==> config.mk <==
export PLATFORM = sky130hd
export DESIGN_NAME = packet_collector
export DESIGN_NICKNAME = d
export VERILOG_FILES = /design/src/rtl/pc_pkg.sv /design/src/rtl/packet_collector_bank.sv /design/src/rtl/packet_collector.sv
export SDC_FILE = /design/constraint.sdc
export NUM_CORES = 1
export LEC_CHECK = 0
export BUFFER_PORTS_ARGS = -buffer_cell sky130_fd_sc_hd__buf_2
export CORE_UTILIZATION = 56
export DETAILED_ROUTE_END_ITERATION = 12
export HOLD_SLACK_MARGIN = 0.05
export PLACE_DENSITY = 0.72
export SLEW_MARGIN = 30
export SYNTH_ARGS = -nofsm -noshare
export SYNTH_HDL_FRONTEND = slang
export SYNTH_SLANG_ARGS = --single-unit
==> constraint.sdc <==
create_clock -name Clk -period 3.15 [get_ports Clk]
set_input_delay 0.7875 -clock Clk [delete_from_list [all_inputs] [get_ports Clk]]
set_output_delay 0.7875 -clock Clk [all_outputs]
set_load 0.01 [all_outputs]
==> src/rtl/pc_pkg.sv <==
// Shared types and sizing for the packet collector: write/read FSM encodings
// and counter widths.
package pc_pkg;

  typedef enum logic [1:0] {
    W_IDLE = 2'd0,
    W_FILL = 2'd1,
    W_HOLD = 2'd2
  } wr_state_t;

  typedef enum logic {
    R_EMPTY = 1'b0,
    R_READY = 1'b1
  } rd_state_t;

  localparam int CNT_W  = 8;
  localparam int BYTE_W = 8;

  // Idle counter width; a disabled timeout keeps a minimal 1-bit counter.
  function automatic int idle_width(input int timeout);
    return (timeout > 0) ? $clog2(timeout + 1) : 1;
  endfunction

endpackage

==> src/rtl/packet_collector_bank.sv <==
// Two-bank packet RAM: one write port into the fill bank, one registered read
// port out of the drain bank.
module packet_bank
  import pc_pkg::*;
#(
  parameter int PACKET_LENGTH = 20
) (
  input  logic              clk,
  input  logic              rst,
  input  logic              wr_bank,
  input  logic [CNT_W-1:0]  wr_addr,
  input  logic [BYTE_W-1:0] wr_data,
  input  logic              wr_en,
  input  logic              rd_bank,
  input  logic [CNT_W-1:0]  rd_addr,
  input  logic              rd_en,
  output logic [BYTE_W-1:0] rd_data
);

  localparam int DEPTH = 2 * PACKET_LENGTH;
  localparam int AW    = $clog2(DEPTH);

  logic [BYTE_W-1:0] mem [DEPTH];
  logic [AW-1:0]     wr_idx;
  logic [AW-1:0]     rd_idx;

  function automatic logic [AW-1:0] flat_addr(input logic bank, input logic [CNT_W-1:0] addr);
    return bank ? (AW'(addr) + AW'(PACKET_LENGTH)) : AW'(addr);
  endfunction

  assign wr_idx = flat_addr(wr_bank, wr_addr);
  assign rd_idx = flat_addr(rd_bank, rd_addr);

  always_ff @(posedge clk) begin
    if (wr_en) begin
      mem[wr_idx] <= wr_data;
    end
  end

  // The read register is a module output, so it clears with reset.
  always_ff @(posedge clk or posedge rst) begin
    if (rst) begin
      rd_data <= '0;
    end else if (rd_en) begin
      rd_data <= mem[rd_idx];
    end
  end

endmodule

==> src/rtl/packet_collector.sv <==
// Receive-side packet assembler: groups byte strobes into fixed-length packets
// in a double-buffered RAM and serves them to a consumer one byte per cycle.
module packet_collector
  import pc_pkg::*;
#(
  parameter int PACKET_LENGTH = 20,
  parameter int TIMEOUT       = 1000
) (
  input  logic              Clk,
  input  logic              Rst,
  input  logic [BYTE_W-1:0] Byte_In,
  input  logic              Byte_Valid,
  input  logic              Rd_En,
  output logic              Pkt_Ready,
  output logic [BYTE_W-1:0] Rd_Data,
  output logic              Rd_Valid,
  output logic              Rd_Last,
  output logic [CNT_W-1:0]  Pkt_Count,
  output logic              Overrun,
  output logic              Timeout
);

  localparam int                IDLE_W     = idle_width(TIMEOUT);
  localparam logic [CNT_W-1:0]  LAST_IDX   = CNT_W'(PACKET_LENGTH - 1);
  localparam logic [CNT_W-1:0]  FULL_CNT   = CNT_W'(PACKET_LENGTH);
  localparam logic [IDLE_W-1:0] IDLE_LIM   = IDLE_W'(TIMEOUT);
  localparam bit                TIMEOUT_EN = (TIMEOUT > 0);

  wr_state_t         wr_state, wr_state_n;
  rd_state_t         rd_state, rd_state_n;
  logic [CNT_W-1:0]  wr_cnt, wr_cnt_n;
  logic [CNT_W-1:0]  rd_ptr, rd_ptr_n;
  logic [IDLE_W-1:0] idle_cnt, idle_cnt_n;
  logic [CNT_W-1:0]  pkt_count;
  logic              bv_q;
  logic              wr_sel;
  logic              rd_sel;
  logic              overrun_q, timeout_q, rd_valid_q, rd_last_q;

  logic              accept;
  logic              rd_fire;
  logic              rd_last_now;
  logic              bank_free;
  logic              timeout_hit;
  logic              swap;
  logic              wr_en;
  logic [CNT_W-1:0]  wr_addr;

  function automatic logic [IDLE_W-1:0] sat_inc(input logic [IDLE_W-1:0] v);
    return (v == IDLE_LIM) ? v : v + IDLE_W'(1);
  endfunction

  assign accept      = Byte_Valid & ~bv_q;
  assign rd_fire     = (rd_state == R_READY) && Rd_En;
  assign rd_last_now = rd_fire && (rd_ptr == LAST_IDX);
  // The drain bank counts as free on the edge that reads its last byte.
  assign bank_free   = (rd_state == R_EMPTY) || rd_last_now;
  assign timeout_hit = TIMEOUT_EN && (wr_state == W_FILL) && (idle_cnt == IDLE_LIM);
  assign rd_sel      = ~wr_sel;

  always_comb begin
    wr_state_n = wr_state;
    wr_cnt_n   = wr_cnt;
    wr_en      = 1'b0;
    wr_addr    = wr_cnt;
    swap       = 1'b0;
    case (wr_state)
      W_IDLE: begin
        if (accept) begin
          wr_en      = 1'b1;
          wr_addr    = '0;
          wr_cnt_n   = CNT_W'(1);
          wr_state_n = W_FILL;
        end
      end
      W_FILL: begin
        if (timeout_hit) begin
          // Discard the stale partial; a byte arriving now opens a fresh packet.
          wr_cnt_n   = '0;
          wr_state_n = W_IDLE;
          if (accept) begin
            wr_en      = 1'b1;
            wr_addr    = '0;
            wr_cnt_n   = CNT_W'(1);
            wr_state_n = W_FILL;
          end
        end else if (accept) begin
          wr_en = 1'b1;
          if (wr_cnt == LAST_IDX) begin
            if (bank_free) begin
              swap       = 1'b1;
              wr_cnt_n   = '0;
              wr_state_n = W_IDLE;
            end else begin
              wr_cnt_n   = FULL_CNT;
              wr_state_n = W_HOLD;
            end
          end else begin
            wr_cnt_n = wr_cnt + CNT_W'(1);
          end
        end
      end
      W_HOLD: begin
        if (rd_state == R_EMPTY) begin
          swap       = 1'b1;
          wr_cnt_n   = '0;
          wr_state_n = W_IDLE;
        end
      end
      default: begin
        wr_state_n = W_IDLE;
        wr_cnt_n   = '0;
      end
    endcase
  end

  always_comb begin
    rd_state_n = rd_state;
    rd_ptr_n   = rd_ptr;
    if (rd_fire) begin
      rd_ptr_n = rd_last_now ? '0 : rd_ptr + CNT_W'(1);
      if (rd_last_now) begin
        rd_state_n = R_EMPTY;
      end
    end
    if (swap) begin
      rd_state_n = R_READY;
    end
  end

  always_comb begin
    if (!TIMEOUT_EN || accept || (wr_state != W_FILL) || timeout_hit) begin
      idle_cnt_n = '0;
    end else begin
      idle_cnt_n = sat_inc(idle_cnt);
    end
  end

  always_ff @(posedge Clk or posedge Rst) begin
    if (Rst) begin
      bv_q       <= 1'b0;
      wr_state   <= W_IDLE;
      rd_state   <= R_EMPTY;
      wr_cnt     <= '0;
      rd_ptr     <= '0;
      idle_cnt   <= '0;
      wr_sel     <= 1'b0;
      pkt_count  <= '0;
      overrun_q  <= 1'b0;
      timeout_q  <= 1'b0;
      rd_valid_q <= 1'b0;
      rd_last_q  <= 1'b0;
    end else begin
      bv_q       <= Byte_Valid;
      wr_state   <= wr_state_n;
      rd_state   <= rd_state_n;
      wr_cnt     <= wr_cnt_n;
      rd_ptr     <= rd_ptr_n;
      idle_cnt   <= idle_cnt_n;
      if (swap) begin
        wr_sel    <= ~wr_sel;
        pkt_count <= pkt_count + CNT_W'(1);
      end
      overrun_q  <= (wr_state == W_HOLD) && accept;
      timeout_q  <= timeout_hit;
      rd_valid_q <= rd_fire;
      rd_last_q  <= rd_last_now;
    end
  end

  packet_bank #(
    .PACKET_LENGTH(PACKET_LENGTH)
  ) u_bank (
    .clk     (Clk),
    .rst     (Rst),
    .wr_bank (wr_sel),
    .wr_addr (wr_addr),
    .wr_data (Byte_In),
    .wr_en   (wr_en),
    .rd_bank (rd_sel),
    .rd_addr (rd_ptr),
    .rd_en   (rd_fire),
    .rd_data (Rd_Data)
  );

  assign Pkt_Ready = (rd_state == R_READY);
  assign Rd_Valid  = rd_valid_q;
  assign Rd_Last   = rd_last_q;
  assign Pkt_Count = pkt_count;
  assign Overrun   = overrun_q;
  assign Timeout   = timeout_q;

endmodule

==> results of run 1 <==
routing by layer:
metal | vias to the layer above | share of wire, %
met5 | - | 0
met4 | 0 | 2.0
met3 | 52 | 8.2
met2 | 414 | 48
met1 | 4655 | 41
li1 | 4161 | -
through the flow:
stage	area (µm²)	worst slack [ps]	hold WS, ps	TNS [ps]	power [W]
after global routing	17900	-47.57	395.8	-648.6	0.01073
after floorplan	15570	-205.4	447.6	-23220	0.005968
after detailed placement	16580	-33.85	475.3	-476.5	0.006243
final	17900	140.8	332.2	0	0.01044
after CTS	17790	20.87	342.7	0	0.01047
after global placement	16580	-43.98	458.0	-2731	0.006229
area by class of cell:
| cell class | instances | area [µm²] |
|---|---|---|
| timing repair buffer | 112 | 828.3 |
| tap | 341 | 426.7 |
| sequential | 371 | 10890 |
| inverter | 14 | 52.55 |
| clock buffer | 54 | 1075 |
| multi-input combinational | 594 | 4516 |
| clock inverter | 14 | 112.6 |
| fill | 1864 | 9125 |
final timing paths:
kind                            slack [ps]                end  cells after the start
worst max-delay path                   140  u_bank.mem[33][2]                     13
worst min-delay path                   330          rd_ptr[7]                      2
worst max register to register         140  u_bank.mem[33][2]                     13
worst min register to register         490       Pkt_Count[7]                      1
max in group asynchronous             2180          rd_ptr[1]                      3
min in group Clk                       410               bv_q                      1
what timing repair did:
item / in CTS / in global routing
pin swaps: 1 / 0
setup buffers: 1 / 1
resized for setup: 2 / 26
hold endpoints to repair: 0 / 0
endpoints found under the setup margin: 112 / 253
hold buffers: 0 / 0
where the power goes:
part | internal [W] | total [W] | switching [W]
Combinational | 0.000222 | 0.000666 | 0.000444
Sequential | 0.00542 | 0.00550 | 0.0000789
Clock | 0.00254 | 0.00427 | 0.00174
state kept, by name (all words and copies together), names as in the netlist, 2 cells and up:
name and flops:
u_bank.mem 320, wr_cnt 8, idle_cnt 10, wr_state 2
u_bank.rd_data 8, rd_ptr 8, Pkt_Count 8
worst max-delay path, stage by stage (launching register included):
cell      delay [ps]
dfrtp_1          410
inv_1             70
ha_1             160
nand4b_1         170
o31a_4           340
o21ai_2          150
inv_1             60
ha_1             320
nand2_1           90
nand2_1           70
or3_4            350
buf_6            160
nor3_2           170
buf_6            180
cell usage after synthesis, types with 2 or more instances:
cell type and instances:
o21ai_1 4, nor4_1 4, a32oi_1 17, nor2b_1 7, nand3_1 62, mux4_2 48
o21ai_0 12, xnor2_1 18, a21boi_0 3, nand2b_1 3, xor2_1 7, or3_1 4
a21o_1 4, nor2_1 47, inv_1 14, o22ai_1 8, nand2_1 160, clkbuf_1 33
nand4b_1 3, o211ai_1 2, edfxtp_1 320, mux2_2 2, a22oi_1 8, and4_1 2
a31oi_1 17, dfrtp_1 51, nor3_1 45, buf_2 17, ha_1 11, a21oi_1 15
mux2i_1 20, nand4_1 2, nor2_2 2, and2_1 4, o31ai_1 11, buf_1 2
and3_1 8
cell families (layout without fill, tap and decap cells):
kind of cell	after synthesis	after routing	synth area share [%]
buf+inv	68	194	1.900
simple gates	372	372	11.55
compound gates	114	114	5.272
xor+xnor	26	26	1.520
flops	371	371	70.34
mux	71	71	8.522
fa+ha+maj	11	11	0.8894
==> out/qor.yml, run 1 <==
syn_area_um2: 15470
first_iter_violations: 916
max_cap_violations: 0
netlist_instances: 1033
grt_max_degree: 72
cts.sinks: 371
setup_viol: 0
grt_pass1_vias: 9093
fin_util_pct: 66.24
clk_path_buf_depth: 3
initial_utilization_pct: 57.26
io_pins: 33
worst_pin_slew_ps: 888.6
die-area_um2: 28300
relSlewSlack_pct: 40.76
n_antenna_cell: 0
finalCritPeriodShare_pct: 95.53
ys_seq_elements: 371
rows: 60
hold_class: "input pin to async pin"
synth_enable_flop_cells: 320
fmax_ghz: 0.3323
yosys.area.top_type: "edfxtp_1"
wl_per_cell_um: 23.77
layout.cells.non_filler: 1500
dpl.cell_count: 1430
ys_types: 73
critPathLaunch: "idle_cnt[0]"
path_max_fanout: 8
clkLatencyLatePin_ps: 520
drt_wl_total_mm: 35.65
r2r_start: "idle_cnt[0]"
cp.required_ps: 3370
hold_viol: 0
grt_pass1_wl_mm: 54.57
layout_common_cells: "edfxtp_1, nand2_1, buf_4, nand3_1, dfrtp_1"
cts-buffers-inserted: 37
use_met3_pct: 5.266
arrival_ps: 3230
hpwl_mm: 22.43
ys_seq_area_share_pct: 70.34
synth_area_leaders: "edfxtp_1, dfrtp_1, mux4_2"
nets: 1153
syn_to_final_growth_pct: 15.68
postSynthAreaPerCell_um2: 14.98
cts_root_buf: "clkbuf_16"
cts_tree: "yes"
core-area_um2: 27030
layout_commonest_cell: "edfxtp_1"
place_congestion: 0.8542
drtAntennaViolNets: 0
chipWidth_um: 168.2
crit_type: "flop to flop"
drive_above_1_share_pct: 23.47
post-route-min-period_ps: 3009
drc: 0
num_vias: 9282
drtPass1Iterations: 5
antenna_found_initial: 0
vdd_drop_max_mv: 0.3734
syn_nets: 1056
finalMaxSlewViolations: 0
outcome: "finished, final reports clean"
grtUsageTotal_pct: 26.00
via_per_inst: 6.188
busiest_layer: "met2"
clk_pin_slew_worst_paths_ps: 60
finClkSkew_ps: 15.51
grt-ovfl-total: 0
start_kind: "flop"
use_met2_pct: 41.60
synth_flop_cell: "edfxtp_1"
htreeDepth: 2
die_h_um: 168.2
yosys_warnings: 0
met1_usage_pct: 36.75
synthArstFlopShare_pct: 13.75
power_density_nw_per_um2: 583.1
leakagePower_nw: 6.323
port_buffers: 32
netlist.area_leader.share_pct: 62.10
cp-end-kind: "flop"
Power figures use the tool's default switching activity.
==> run 2: changes to the inputs <==
Settings changed: CORE_ASPECT_RATIO from default to 1.1, CORE_UTILIZATION 56 to 65, PLACE_DENSITY 0.72 to 0.79.
Clock period 3.15 ns to 3.65 ns, I/O delays scaled along.
==> run 2 against run 1 <==
Effect of this change:
- final area shrank 2.4%
- core utilization grew 9.5 points
- count of clock-buffer cells in the layout shrank 6
- maximum frequency shrank 14%
- largest power group unchanged
- critical endpoint is now u_bank.mem[31][4]
- highest routed layer unchanged
==> out/qor.yml, run 2 (synthesis results as in run 1) <==
drt_wl_total_mm: 37.48
dpl.cell_count: 1373
nets: 1135
grt-ovfl-total: 0
die_h_um: 163.8
rsz0062_at_grt: "no"
cts-buffers-inserted: 37
pre_cts_slack_ps: 116.4
antenna_found_initial: 0
max_cap_violations: 0
setup_ws_ps: 147.6
arrival_ps: 3780
grt_max_degree: 63
hpwl_mm: 23.17
cp.required_ps: 3920
met1_usage_pct: 41.97
cp-end-kind: "flop"
post-cts-setup-buffer-count: 0
drtPass1Iterations: 8
layout_common_cells: "edfxtp_1, nand2_1, nand3_1, buf_4, dfrtp_1"
critPathLaunch: "idle_cnt[0]"
finalCritPeriodShare_pct: 95.96
worst_pin_slew_ps: 1013
fin_total_pwr_w: 0.008991
drtAntennaViolNets: 0
grt_pass1_vias: 9718
die-area_um2: 24430
crit_type: "flop to flop"
chipWidth_um: 149.1
first_iter_violations: 1008
num_vias: 9652
busiest_layer: "met2"
wl_per_cell_um: 26.03
r2r_start: "idle_cnt[0]"
largest-register: "u_bank.mem"
fin_util_pct: 75.73
cts.sinks: 371
port_buffers: 32
post-route-min-period_ps: 3502
leakagePower_nw: 6.201
ctsHoldBuffers: 0
crit_end: "u_bank.mem[31][4]"
hold_viol: 0
hp-start: "Pkt_Count[7]"
use_met2_pct: 52.56
clkLatencyLatePin_ps: 530
vdd_drop_max_mv: 0.4547
setup_viol: 0
n_antenna_cell: 0
fmax_ghz: 0.2855
finClkSkew_ps: 26.33
finalMaxSlewViolations: 0
post_cts_resized: 0
use_met3_pct: 6.444
drc: 0
layout_commonest_cell: "edfxtp_1"
grtUsageTotal_pct: 32.38
layout.cells.non_filler: 1440
htreeDepth: 2
rows: 58
clk_pin_slew_worst_paths_ps: 60
io_pins: 33
core-area_um2: 23080
place_congestion: 0.9485
via_per_inst: 6.703
r2r-end: "u_bank.mem[31][4]"
initial_utilization_pct: 67.06
grt_pass1_wl_mm: 56.80
largest_reg_flops: 320
cts_root_buf: "clkbuf_16"
fillers: 1313
ff2ff_setup_slack_ps: 150
reg2reg_depth: 11
setup-tns-final_ps: 0
relSlewSlack_pct: 32.40
power_density_nw_per_um2: 514.5
syn_to_final_growth_pct: 12.93
hold_class: "flop to flop"
path_max_fanout: 16
drive_above_1_share_pct: 20.00
reg.largest.list: "u_bank.mem: 320 flops, idle_cnt: 10 flops"
outcome: "finished, final reports clean"
clk_path_buf_depth: 3
cts_tree: "yes"
start_kind: "flop"
-- run 2: cell count changes in the layout (fill, tap and decap cells not counted), moves of 5 or more --
cell      before  now
clkinv_2       2    7
nor3_2        28    0
clkbuf_1      13    8
buf_6          8    0
clkinv_1       9    4
buf_4         69   60
nor3_1        16   45
-- run 2: final cells by class --
class / instances / area [µm²] / area share [%]
clock buffers: 48 / 997.2 / 5.706
clock inverters: 19 / 180.2 / 1.031
inverters: 14 / 52.55 / 0.3007
multi-input cells: 594 / 4329 / 24.77
flip-flops and latches: 371 / 10890 / 62.32
well taps: 300 / 375.4 / 2.148
repair buffers: 94 / 650.6 / 3.723
-- run 2: worst min path at each step --
stage              endpoint  slack, ps  depth (start not counted)
6_report       Pkt_Count[7]        470                          1
5_1_grt        Pkt_Count[7]        510                          1
4_1_cts        Pkt_Count[7]        480                          1
3_5_place_dp   Pkt_Count[7]        460                          1
3_3_place_gp   Pkt_Count[7]        460                          1
2_1_floorplan     rd_ptr[7]        450                          1
-- run 2: layer usage --
metal	up-vias	wire length [µm]
met5	-	0
met4	0	2005
li1	4112	-
met2	677	18130
met3	165	3941
met1	4698	13400
-- run 2: worst max-delay path, stage by stage, from the launching register on --
cell	delay, ps
dfrtp_1	420
inv_1	80
ha_1	160
nand4b_1	160
o31a_4	400
o21ai_1	220
inv_1	70
ha_1	200
nor2b_1	300
xor2_2	820
nor3_1	190
buf_4	230
-- run 2: stage by stage --
stage                     instance area, µm²  hold slack [ps]
after floorplan                        15470            447.6
after global placement                 16300            462.5
after detailed placement               16300            461.1
after CTS                              17480            476.6
after global routing                   17480            511.9
final                                  17480            471.3
-- run 2: where the power goes --
part           internal (W)  total (W)  leakage [nW]  switching [W]
combinational      0.000169   0.000548          2.05       0.000380
sequential          0.00468    0.00475          3.58      0.0000722
clock               0.00215    0.00369         0.573        0.00154
total               0.00700    0.00899          6.20        0.00200
==> run 3: changes to the inputs <==
Settings changed: PLACE_DENSITY 0.79 to 0.78.
==> run 3 against run 2 <==
Effect of this change:
- clock power increased by 11%
- combinational power decreased by 2%
- clock skew increased by 5.4 ps
- via count increased by 0.83%
- worst setup slack improved by 51 ps
- non-clock buffer count increased by 1
- sequential power about the same
- global-route usage increased by 0.47 points
- critical path depth unchanged
- routed wire length increased by 2.3%
- maximum frequency increased by 1.5%
- register-to-register slack improved by 50 ps
- largest cell class unchanged
==> out/qor.yml, run 3 (synthesis results as in run 1) <==
cts_tree: "yes"
grt-ovfl-total: 0
layout_commonest_cell: "edfxtp_1"
cp-end-kind: "flop"
hold_class: "flop to flop"
finClkSkew_ps: 31.68
outcome: "finished, final reports clean"
via_per_inst: 6.758
clk_pin_slew_worst_paths_ps: 60
fmax_ghz: 0.2897
power_frac_comb_pct: 5.7
port_buffers: 32
cts_root_buf: "clkbuf_16"
largest_reg_flops: 320
num_vias: 9732
core-area_um2: 23080
chipWidth_um: 149.1
htreeDepth: 2
vdd_drop_max_mv: 0.3104
drt_wl_total_mm: 38.33
largest-register: "u_bank.mem"
grt_pass1_vias: 9587
fillers: 1339
drtPass1Iterations: 8
worst_hold_path.num_cells: 1
leakagePower_nw: 6.274
rows: 58
syn_to_final_growth_pct: 13.90
crit_type: "flop to flop"
cts.sinks: 371
post-cts-setup-buffer-count: 0
p_switching_w: 0.002024
setup-tns-final_ps: 0
fin_hold_ws_ps: 482.7
power_density_nw_per_um2: 532.1
reg.largest.list: "u_bank.mem: 320 flops, idle_cnt: 10 flops"
reg2reg_depth: 11
cts-buffers-inserted: 36
clkLatencyLatePin_ps: 530
rsz0062_at_grt: "no"
intPower_w: 0.007356
relSlewSlack_pct: 33.61
drive_above_1_share_pct: 20.35
post-route-min-period_ps: 3452
clk_path_buf_depth: 3
p_seq_share_pct: 50.6
hold_viol: 0
grt_pass1_wl_mm: 57.57
finalCritPeriodShare_pct: 94.57
io_pins: 33
nets: 1135
cp.required_ps: 3930
drtAntennaViolNets: 0
worst_pin_slew_ps: 995.9
n_antenna_cell: 0
wl_per_cell_um: 26.62
initial_utilization_pct: 67.06
die-area_um2: 24430
grtUsageTotal_pct: 32.85
swShare_pct: 21.58
hpwl_mm: 22.65
post_cts_resized: 0
grt_max_degree: 89
clockPowerShare_pct: 43.6
antenna_found_initial: 0
arrival_ps: 3730
place_congestion: 0.9288
first_iter_violations: 1234
start_kind: "flop"
drc: 0
max_cap_violations: 0
finalMaxSlewViolations: 0
setup_viol: 0
die_h_um: 163.8
path_max_fanout: 16
ctsHoldBuffers: 0
layout_common_cells: "edfxtp_1, nand2_1, nand3_1, buf_4, dfrtp_1"
-- run 3: cell types whose count changed in the layout (fill, tap and decap cells not counted), sizes merged --
cell	previous run	this run
buf	94	95
bufinv	3	8
clkbuf	48	44
clkinv	11	10
clkinvlp	3	4
inv	16	14
-- run 3: stage by stage --
| step | util [%] | area [µm²] | setup slack [ps] | total power, W | cells |
|---|---|---|---|---|---|
| 3_3_place_gp | 70.66 | 16310 | 237.0 | 0.005350 | 1374 |
| 6_report | 76.38 | 17630 | 198.1 | 0.009379 | 1440 |
| 2_1_floorplan | - | 15470 | 198.5 | 0.005140 | 1033 |
| 3_5_place_dp | 70.66 | 16310 | 180.2 | 0.005358 | 1374 |
| 5_1_grt | 76.38 | 17630 | 6.606 | 0.009592 | 1440 |
| 4_1_cts | 76.38 | 17630 | 263.7 | 0.009379 | 1440 |
-- run 3: layout make-up --
type	instances	area [µm²]	area share (%)
inverters	14	52.55	0.2981
clock inverters	22	326.6	1.853
clock buffers	44	993.5	5.636
well taps	300	375.4	2.130
multi-input cells	594	4329	24.56
repair buffers	95	658.1	3.734
flip-flops and latches	371	10890	61.79
-- run 3: final timing paths --
path	startpoint	end	slack, ps
max in group asynchronous	Rst	idle_cnt[2]	2460
worst max register to register	idle_cnt[0]	u_bank.mem[17][5]	200
worst max-delay path	idle_cnt[0]	u_bank.mem[17][5]	200
worst min-delay path	rd_ptr[7]	rd_ptr[7]	480
worst min register to register	rd_ptr[7]	rd_ptr[7]	480
min in group asynchronous	Rst	u_bank.rd_data[5]	540
-- run 3: power by group through the flow --
stage               Clock, W  Sequential, W  Combinational, W
floorplan                  0        0.00479          0.000346
global placement           0        0.00483          0.000518
detailed placement         0        0.00483          0.000524
CTS                  0.00410        0.00475          0.000529
global route         0.00426        0.00475          0.000578
finish               0.00409        0.00475          0.000537
-- run 3: critical path, cell delays in order, from the launching register on --
cell and delay (ps):
dfrtp_1 410, inv_1 70, ha_1 160, nand4b_1 180, o31a_4 410, o21ai_1 240
inv_1 80, ha_1 200, nor2b_1 300, xor2_2 750, nor3_1 180, buf_4 230
-- run 3: routing by layer --
layer	vias to the layer above	part of all wire (%)	track usage, %
met5	-	0	0
met4	0	4.3	14.24
met3	123	11	7.083
met2	687	49	53.97
met1	4800	36	42.68
li1	4122	-	-
